`config.mk`:
```
export PLATFORM = sky130hd
export DESIGN_NAME = multi_cycle_ctrl
export DESIGN_NICKNAME = d
export VERILOG_FILES = /design/src/rtl/multi_cycle_ctrl.sv
export SDC_FILE = /design/constraint.sdc
export NUM_CORES = 1
export LEC_CHECK = 0
export ABC_AREA = 1
export CAP_MARGIN = 15
export CORE_ASPECT_RATIO = 0.75
export CORE_MARGIN = 4
export CORE_UTILIZATION = 38
export CTS_BUF_LIST = sky130_fd_sc_hd__clkbuf_16
export DETAILED_ROUTE_END_ITERATION = 6
export PLACE_DENSITY = 0.74
export RECOVER_POWER = 25
export SLEW_MARGIN = 20
export SYNTH_ARGS = -nofsm -noshare
export SYNTH_HDL_FRONTEND = slang
export SYNTH_SLANG_ARGS = --single-unit
export TNS_END_PERCENT = 20
```
`constraint.sdc`:
```
create_clock -name clk -period 2.3 [get_ports clk]
set_input_delay 0.23 -clock clk [delete_from_list [all_inputs] [get_ports clk]]
set_output_delay 0.23 -clock clk [all_outputs]
set_load 0.005 [all_outputs]
```
`src/rtl/multi_cycle_ctrl.sv`:
```
// -----------------------------------------------------------------------------
// multi_cycle_ctrl
//   Moore control FSM for a shared multi-cycle MIPS datapath with one ALU, one
//   memory port and IR/A/B/ALUOut/MDR registers. It decodes OPcode/Fun, drives
//   per-state datapath enables and mux selects, and resolves beq/bne from the
//   ALU zero flag.
//
//   Optional build macro: MC_MIO_WAIT_EN
//     defined   : IF, MRD and MWR hold until MIO_ready=1. Strobes stay up while
//                 waiting; IRWrite/PCWrite in IF assert only with MIO_ready=1.
//     undefined : MIO_ready is ignored and every state lasts one cycle.
//
// Ports
//   clk, rst_n          clock (rising edge), asynchronous active-low reset
//   OPcode, Fun         IR[31:26], IR[5:0]
//   zero                ALU zero flag (used in BR only)
//   MIO_ready           memory/IO transfer complete
//   PCWrite .. PCSource datapath enables and mux selects
//   CPU_MIO             MemRead | MemWrite
//   state               current FSM state (debug)
//   illegal             one-cycle pulse in ID on an unsupported opcode/funct
//
// Handshake: MIO_ready is sampled only in IF/MRD/MWR; a memory state completes
// in the cycle where its strobe and MIO_ready are both high.
// -----------------------------------------------------------------------------
module multi_cycle_ctrl (
  input  logic       clk,
  input  logic       rst_n,
  input  logic [5:0] OPcode,
  input  logic [5:0] Fun,
  input  logic       zero,
  input  logic       MIO_ready,
  output logic       PCWrite,
  output logic       IorD,
  output logic       MemRead,
  output logic       MemWrite,
  output logic       IRWrite,
  output logic [1:0] RegDst,
  output logic [1:0] DatatoReg,
  output logic       RegWrite,
  output logic [1:0] ALUSrc_A,
  output logic [1:0] ALUSrc_B,
  output logic [2:0] ALU_Control,
  output logic [1:0] PCSource,
  output logic       CPU_MIO,
  output logic [3:0] state,
  output logic       illegal
);

  typedef enum logic [3:0] {
    S_IF  = 4'd0,  S_ID  = 4'd1,  S_MA  = 4'd2,  S_MRD = 4'd3,
    S_MWB = 4'd4,  S_MWR = 4'd5,  S_EXR = 4'd6,  S_RWB = 4'd7,
    S_BR  = 4'd8,  S_JMP = 4'd9,  S_EXI = 4'd10, S_IWB = 4'd11,
    S_JAL = 4'd12, S_JR  = 4'd13, S_LUI = 4'd14
  } state_t;

  localparam logic [5:0] OP_R    = 6'b000000, OP_LW   = 6'b100011, OP_SW   = 6'b101011;
  localparam logic [5:0] OP_BEQ  = 6'b000100, OP_BNE  = 6'b000101, OP_J    = 6'b000010;
  localparam logic [5:0] OP_JAL  = 6'b000011, OP_LUI  = 6'b001111, OP_ORI  = 6'b001101;
  localparam logic [5:0] OP_ANDI = 6'b001100, OP_XORI = 6'b001110, OP_SLTI = 6'b001010;
  localparam logic [5:0] OP_ADDI = 6'b001000;
  localparam logic [5:0] FN_SRL  = 6'b000010, FN_JR   = 6'b001000;

  localparam logic [2:0] ALU_AND = 3'b000, ALU_OR  = 3'b001, ALU_ADD = 3'b010, ALU_XOR = 3'b011;
  localparam logic [2:0] ALU_NOR = 3'b100, ALU_SRL = 3'b101, ALU_SUB = 3'b110, ALU_SLT = 3'b111;

  state_t     r_state, w_next;
  logic       w_mio_ok;
  logic [2:0] w_r_alu, w_i_alu;
  logic       w_r_ok;
  state_t     w_id_next;
  logic       w_id_ok;

  // Combinational outputs before reset gating.
  logic       w_pcwrite, w_iord, w_memread, w_memwrite, w_irwrite, w_regwrite, w_illegal;
  logic [1:0] w_regdst, w_datatoreg, w_alusrc_a, w_alusrc_b, w_pcsource;
  logic [2:0] w_alu;

`ifdef MC_MIO_WAIT_EN
  assign w_mio_ok = MIO_ready;
`else
  // Transfers always complete in one cycle; MIO_ready has no effect.
  assign w_mio_ok = MIO_ready | 1'b1;
`endif

  // R-type funct decode (jr is routed separately in ID).
  always_comb begin
    w_r_alu = ALU_ADD;
    w_r_ok  = 1'b1;
    case (Fun)
      6'b100000: w_r_alu = ALU_ADD;
      6'b100010: w_r_alu = ALU_SUB;
      6'b100100: w_r_alu = ALU_AND;
      6'b100101: w_r_alu = ALU_OR;
      6'b100110: w_r_alu = ALU_XOR;
      6'b100111: w_r_alu = ALU_NOR;
      6'b101010: w_r_alu = ALU_SLT;
      FN_SRL:    w_r_alu = ALU_SRL;
      FN_JR:     w_r_alu = ALU_ADD;
      default:   w_r_ok  = 1'b0;
    endcase
  end

  // I-type ALU op decode for EXI.
  always_comb begin
    w_i_alu = ALU_ADD;
    case (OPcode)
      OP_ANDI: w_i_alu = ALU_AND;
      OP_ORI:  w_i_alu = ALU_OR;
      OP_XORI: w_i_alu = ALU_XOR;
      OP_SLTI: w_i_alu = ALU_SLT;
      default: w_i_alu = ALU_ADD;
    endcase
  end

  // Dispatch from ID; unsupported encodings fall back to IF as a NOP.
  always_comb begin
    w_id_next = S_IF;
    w_id_ok   = 1'b1;
    case (OPcode)
      OP_LW, OP_SW:   w_id_next = S_MA;
      OP_R: begin
        if (!w_r_ok)          w_id_ok   = 1'b0;
        else if (Fun == FN_JR) w_id_next = S_JR;
        else                  w_id_next = S_EXR;
      end
      OP_BEQ, OP_BNE: w_id_next = S_BR;
      OP_J:           w_id_next = S_JMP;
      OP_JAL:         w_id_next = S_JAL;
      OP_ADDI, OP_ANDI, OP_ORI, OP_XORI, OP_SLTI: w_id_next = S_EXI;
      OP_LUI:         w_id_next = S_LUI;
      default:        w_id_ok   = 1'b0;
    endcase
  end

  always_ff @(posedge clk or negedge rst_n) begin
    if (!rst_n) r_state <= S_IF;
    else        r_state <= w_next;
  end

  always_comb begin
    w_next      = r_state;
    w_pcwrite   = 1'b0;
    w_iord      = 1'b0;
    w_memread   = 1'b0;
    w_memwrite  = 1'b0;
    w_irwrite   = 1'b0;
    w_regwrite  = 1'b0;
    w_illegal   = 1'b0;
    w_regdst    = 2'b00;
    w_datatoreg = 2'b00;
    w_alusrc_a  = 2'b00;
    w_alusrc_b  = 2'b00;
    w_pcsource  = 2'b00;
    w_alu       = ALU_AND;
    case (r_state)
      S_IF: begin
        w_memread  = 1'b1;
        w_alusrc_b = 2'b01;
        w_alu      = ALU_ADD;
        w_irwrite  = w_mio_ok;
        w_pcwrite  = w_mio_ok;
        w_next     = w_mio_ok ? S_ID : S_IF;
      end
      S_ID: begin
        // Branch target precomputed into ALUOut.
        w_alusrc_b = 2'b11;
        w_alu      = ALU_ADD;
        w_illegal  = ~w_id_ok;
        w_next     = w_id_next;
      end
      S_MA: begin
        w_alusrc_a = 2'b01;
        w_alusrc_b = 2'b10;
        w_alu      = ALU_ADD;
        w_next     = (OPcode == OP_LW) ? S_MRD : S_MWR;
      end
      S_MRD: begin
        w_memread = 1'b1;
        w_iord    = 1'b1;
        w_next    = w_mio_ok ? S_MWB : S_MRD;
      end
      S_MWB: begin
        w_regwrite  = 1'b1;
        w_datatoreg = 2'b01;
        w_next      = S_IF;
      end
      S_MWR: begin
        w_memwrite = 1'b1;
        w_iord     = 1'b1;
        w_next     = w_mio_ok ? S_IF : S_MWR;
      end
      S_EXR: begin
        w_alusrc_a = (Fun == FN_SRL) ? 2'b10 : 2'b01;
        w_alu      = w_r_alu;
        w_next     = S_RWB;
      end
      S_RWB: begin
        w_regwrite = 1'b1;
        w_regdst   = 2'b01;
        w_next     = S_IF;
      end
      S_BR: begin
        w_alusrc_a = 2'b01;
        w_alu      = ALU_SUB;
        w_pcsource = 2'b01;
        w_pcwrite  = (OPcode == OP_BNE) ? ~zero : zero;
        w_next     = S_IF;
      end
      S_JMP: begin
        w_pcwrite  = 1'b1;
        w_pcsource = 2'b10;
        w_next     = S_IF;
      end
      S_EXI: begin
        w_alusrc_a = 2'b01;
        w_alusrc_b = 2'b10;
        w_alu      = w_i_alu;
        w_next     = S_IWB;
      end
      S_IWB: begin
        w_regwrite = 1'b1;
        w_next     = S_IF;
      end
      S_JAL: begin
        // PC already holds PC+4 from IF, which is the link value.
        w_regwrite  = 1'b1;
        w_regdst    = 2'b10;
        w_datatoreg = 2'b11;
        w_pcwrite   = 1'b1;
        w_pcsource  = 2'b10;
        w_next      = S_IF;
      end
      S_JR: begin
        w_pcwrite  = 1'b1;
        w_pcsource = 2'b11;
        w_next     = S_IF;
      end
      S_LUI: begin
        w_regwrite  = 1'b1;
        w_datatoreg = 2'b10;
        w_next      = S_IF;
      end
      default: w_next = S_IF;
    endcase
  end

  // Outputs are forced low while reset is held so that a reset landing
  // mid-instruction cannot leak a write strobe.
  assign PCWrite     = rst_n & w_pcwrite;
  assign IorD        = rst_n & w_iord;
  assign MemRead     = rst_n & w_memread;
  assign MemWrite    = rst_n & w_memwrite;
  assign IRWrite     = rst_n & w_irwrite;
  assign RegWrite    = rst_n & w_regwrite;
  assign illegal     = rst_n & w_illegal;
  assign RegDst      = rst_n ? w_regdst    : 2'b00;
  assign DatatoReg   = rst_n ? w_datatoreg : 2'b00;
  assign ALUSrc_A    = rst_n ? w_alusrc_a  : 2'b00;
  assign ALUSrc_B    = rst_n ? w_alusrc_b  : 2'b00;
  assign PCSource    = rst_n ? w_pcsource  : 2'b00;
  assign ALU_Control = rst_n ? w_alu       : 3'b000;
  assign CPU_MIO     = MemRead | MemWrite;
  assign state       = rst_n ? r_state     : 4'd0;

endmodule
```
==> metrics.txt <==
# TYPE chip_impl_metric gauge
chip_impl_metric{name="area.growth.synth_to_final",unit="%"} 54.7
chip_impl_metric{name="timing_hold_violations_final",unit=""} 0
chip_impl_metric{name="yosys_warnings",unit=""} 0
chip_impl_metric{name="grt_antenna_before_repair",unit=""} 0
chip_impl_metric{name="power_density",unit="nW/um^2"} 578
chip_impl_metric{name="boundaryPins",unit=""} 41
chip_impl_metric{name="timing_worst_slew_pin_value",unit="ns"} 0.496
chip_impl_metric{name="drt_iter0_drc",unit=""} 67
chip_impl_metric{name="detailed_place_hpwl",unit="um"} 2550
chip_impl_metric{name="via_count",unit=""} 1251
chip_impl_info{name="cts-root-buf",value="sky130_fd_sc_hd__clkbuf_16"} 1
chip_impl_metric{name="floorplan.die.width",unit="um"} 67.7
chip_impl_metric{name="skew_final",unit="ns"} 0.00123
chip_impl_metric{name="power.leakage",unit="nW"} 0.808
chip_impl_metric{name="grt_first_pass_wirelength",unit="um"} 4910
chip_impl_metric{name="worst-endpoint-arrival",unit="ns"} 1.97
chip_impl_metric{name="period_share",unit=""} 0.958
chip_impl_metric{name="setup_total_negative_slack",unit="ns"} 0
chip_impl_metric{name="clock_pin_slew_worst_setup_and_hold_paths",unit="ns"} 0.03
chip_impl_metric{name="cts_max_path_buffers",unit=""} 2
chip_impl_info{name="synth_top_family_by_area",value="simple AND/OR/NAND/NOR gates"} 1
chip_impl_info{name="status",value="completed"} 1
chip_impl_info{name="grt_setup_unrepaired",value="true"} 1
chip_impl_metric{name="netlist_instances",unit=""} 172
chip_impl_metric{name="cts_buffers",unit=""} 3
chip_impl_metric{name="mapped_area",unit="um^2"} 1010
chip_impl_metric{name="layout.nets",unit=""} 234
chip_impl_metric{name="filler_cell_count",unit=""} 212
chip_impl_metric{name="report.final.slew_viol_count",unit=""} 0
chip_impl_metric{name="vdd_ir_drop_max",unit="uV"} 374
chip_impl_metric{name="synth_fp_nets",unit=""} 188
chip_impl_metric{name="post_synth_num_cell_types",unit=""} 30
chip_impl_metric{name="clock_sink_count",unit=""} 4
chip_impl_metric{name="floorplan.die.height",unit="um"} 52.8
chip_impl_metric{name="synth-seq-cells",unit=""} 4
chip_impl_info{name="worst_hold_path_type",value="in2async"} 1
chip_impl_metric{name="clock_tree.htree_level_count",unit=""} 1
chip_impl_metric{name="timing.fmax",unit="GHz"} 0.454
chip_impl_metric{name="worst_skew_pair.late_latency",unit="ns"} 0.23
chip_impl_metric{name="first_global_vias",unit=""} 1115
chip_impl_metric{name="routed_wirelength",unit="um"} 3110
chip_impl_metric{name="preCtsSetupSlack",unit="ns"} 0.0265
chip_impl_metric{name="synth_xor_area_frac",unit=""} 0
chip_impl_metric{name="timing.final.crit_period",unit="ns"} 2.20
chip_impl_metric{name="port_buffers",unit=""} 39
chip_impl_metric{name="grt_max_degree",unit=""} 16
chip_impl_metric{name="ff_latch_area",unit="um^2"} 100
chip_impl_metric{name="rows",unit=""} 15
chip_impl_metric{name="design.die.area",unit="um^2"} 3570
chip_impl_metric{name="max-slew-margin-rel",unit=""} 0.669
chip_impl_metric{name="gr-total-overflow",unit=""} 0
chip_impl_metric{name="design.core.area",unit="um^2"} 2420
chip_impl_metric{name="worst_slack",unit="ns"} 0.0966
chip_impl_metric{name="gp_routability_congestion",unit=""} 0.947
chip_impl_metric{name="dpl-instance-area",unit="um^2"} 1470
chip_impl_metric{name="post_synthesis_area_per_instance",unit="um^2"} 5.90
chip_impl_metric{name="stdcell_area",unit="um^2"} 1570
chip_impl_metric{name="drc_errors",unit=""} 0
chip_impl_metric{name="synth_compound_area_frac",unit=""} 0.181
chip_impl_metric{name="largest_reg_flops",unit=""} 4
chip_impl_info{name="top_register",value="r_state"} 1
chip_impl_metric{name="max-cap-violations",unit=""} 0
chip_impl_metric{name="track_usage",unit=""} 0.182
chip_impl_metric{name="post-cts-setup-buffer-count",unit=""} 0
chip_impl_metric{name="multiInputGateArea",unit="um^2"} 791
chip_impl_metric{name="setup-violations-final",unit=""} 0
chip_impl_metric{name="synthMuxAreaShare",unit=""} 0
chip_impl_info{name="largestRegisters",value="r_state: 4 flops"} 1
chip_impl_metric{name="wire_per_inst",unit="um"} 12.4
chip_impl_metric{name="drt_pass1_iterations",unit=""} 4
chip_impl_metric{name="critical_path_peak_fanout",unit=""} 7
chip_impl_metric{name="avgViaCountPerCell",unit=""} 5.00
chip_impl_metric{name="cp_data_required_time",unit="ns"} 2.07
chip_impl_metric{name="antennaDiodeCount",unit=""} 0
chip_impl_metric{name="synth_sequential_area_ratio",unit=""} 0.0986
chip_impl_info{name="startpoint_type",value="input port"} 1
chip_impl_metric{name="synthSimpleGateAreaFrac",unit=""} 0.581
chip_impl_metric{name="finalCoreUtilization",unit=""} 0.649
chip_impl_metric{name="initial_utilization",unit=""} 0.419
chip_impl_metric{name="drive_gt1_frac",unit=""} 0.250
chip_impl_metric{name="ant_nets",unit=""} 0
chip_impl_info{name="end_kind",value="primary output"} 1
chip_impl_metric{name="post_synth_fa_ha_maj_area_fraction",unit=""} 0
chip_impl_info{name="tritoncts",value="yes"} 1
chip_impl_info{name="worst_setup_path_category",value="in2out"} 1
[layer usage]
metal  part of all wire  wire (um)  vias to the layer above  GRT usage
li1                   -          -                      644          -
met1               0.47       1460                      551      0.252
met2               0.45       1400                       52      0.289
met3              0.070        218                        4     0.0172
met4             0.0087         27                        0     0.0673
met5                  0          0                        -          0
[cells by family after synthesis]
family | Yosys count
AND/OR/NAND/NOR | 105
buffers and inverters | 36
flip-flops | 4
AO/OA/AOI/OAI | 27
[cell usage after synthesis]
| master | number | share of area |
|---|---|---|
| sky130_fd_sc_hd__a21oi_1 | 3 | 0.015 |
| sky130_fd_sc_hd__a21oi_2 | 3 | 0.026 |
| sky130_fd_sc_hd__a31oi_1 | 5 | 0.031 |
| sky130_fd_sc_hd__buf_2 | 1 | 0.0049 |
| sky130_fd_sc_hd__dfrtp_1 | 4 | 0.099 |
| sky130_fd_sc_hd__inv_1 | 21 | 0.078 |
| sky130_fd_sc_hd__inv_2 | 12 | 0.044 |
| sky130_fd_sc_hd__inv_4 | 2 | 0.012 |
| sky130_fd_sc_hd__nand2_1 | 39 | 0.14 |
| sky130_fd_sc_hd__nand2_2 | 2 | 0.012 |
| sky130_fd_sc_hd__nand3_1 | 7 | 0.035 |
| sky130_fd_sc_hd__nand3_2 | 4 | 0.039 |
| sky130_fd_sc_hd__nand3b_1 | 3 | 0.022 |
| sky130_fd_sc_hd__nand4_1 | 4 | 0.025 |
| sky130_fd_sc_hd__nor2_1 | 20 | 0.074 |
| sky130_fd_sc_hd__nor2_2 | 10 | 0.062 |
| sky130_fd_sc_hd__nor2_4 | 6 | 0.067 |
| sky130_fd_sc_hd__nor2_8 | 3 | 0.059 |
| sky130_fd_sc_hd__nor3_1 | 4 | 0.020 |
| sky130_fd_sc_hd__nor3_2 | 1 | 0.0099 |
| sky130_fd_sc_hd__o211ai_1 | 2 | 0.015 |
| sky130_fd_sc_hd__o21ai_0 | 7 | 0.035 |
| sky130_fd_sc_hd__o21ai_1 | 2 | 0.0099 |
| sky130_fd_sc_hd__o21ai_2 | 1 | 0.0086 |
| sky130_fd_sc_hd__o21ai_4 | 1 | 0.016 |
| sky130_fd_sc_hd__o21bai_1 | 1 | 0.0074 |
| sky130_fd_sc_hd__o22ai_1 | 1 | 0.0062 |
| sky130_fd_sc_hd__o31ai_2 | 1 | 0.012 |
| sky130_fd_sc_hd__or2_0 | 1 | 0.0062 |
| sky130_fd_sc_hd__or2_1 | 1 | 0.0062 |
[report_power, final]
group / switching [mW] / internal [mW] / total, mW
Combinational: 0.281 / 0.225 / 0.506
Sequential: 0.0407 / 0.0874 / 0.128
Clock: 0.0508 / 0.222 / 0.273
Total: 0.372 / 0.535 / 0.907
[final cells by class]
type | count | share of cell area
flip-flops and latches | 4 | 0.0637
well taps | 34 | 0.0271
multi-input cells | 132 | 0.504
repair buffers | 42 | 0.271
clock buffers | 3 | 0.0478
inverters | 35 | 0.0869
[worst paths after layout]
| path | from | to | slack, ns | cells past startpoint |
|---|---|---|---|---|
| max reg2reg | r_state[2]$_DFF_PN0_ | r_state[3]$_DFF_PN0_ | 1.08 | 5 |
| max in group asynchronous | rst_n | r_state[1]$_DFF_PN0_ | 1.79 | 2 |
| max | Fun[5] | ALU_Control[0] | 0.1 | 10 |
| min in group clk | Fun[3] | r_state[1]$_DFF_PN0_ | 0.66 | 8 |
| min reg2reg | r_state[3]$_DFF_PN0_ | r_state[3]$_DFF_PN0_ | 0.76 | 2 |
| min | rst_n | r_state[0]$_DFF_PN0_ | 0.38 | 2 |
[cell usage in the layout (no fill, tap or decap), drive strengths merged]
master	instances
buf	3
nand3b	3
a31oi	5
inv	35
nor3	5
o211ai	2
or2	2
clkdlybuf4s50	33
nand4	4
dfrtp	4
o21ai	11
o31ai	1
o22ai	1
nand3	11
nand2	41
nor2	39
o21bai	1
clkbuf	3
dlygate4sd3	1
dlymetal6s2s	5
a21oi	6
[worst max-delay path, stage by stage]
cell,delay [ns]
sky130_fd_sc_hd__clkdlybuf4s50_1,0.51
sky130_fd_sc_hd__inv_2,0.06
sky130_fd_sc_hd__nor2_4,0.17
sky130_fd_sc_hd__nand2_2,0.08
sky130_fd_sc_hd__nor2_1,0.12
sky130_fd_sc_hd__nor2_2,0.07
sky130_fd_sc_hd__nand2_1,0.05
sky130_fd_sc_hd__nand2_1,0.06
sky130_fd_sc_hd__a21oi_2,0.12
sky130_fd_sc_hd__clkdlybuf4s50_1,0.51
[stage by stage]
step | hold slack, ns | power, mW | cells
3_3_place_gp | 0.595 | 0.622 | 247
4_1_cts | 0.378 | 0.907 | 250
2_1_floorplan | -0.0656 | 0.406 | 172
5_1_grt | 0.397 | 0.965 | 250
6_report | 0.380 | 0.907 | 250
3_5_place_dp | 0.606 | 0.628 | 247
[timing repair]
item                       4_1_cts  5_1_grt
resized for setup                0        9
hold buffers                     0        0
setup endpoints to repair        0        6
No activity file was read; power rests on OpenSTA's default activity.
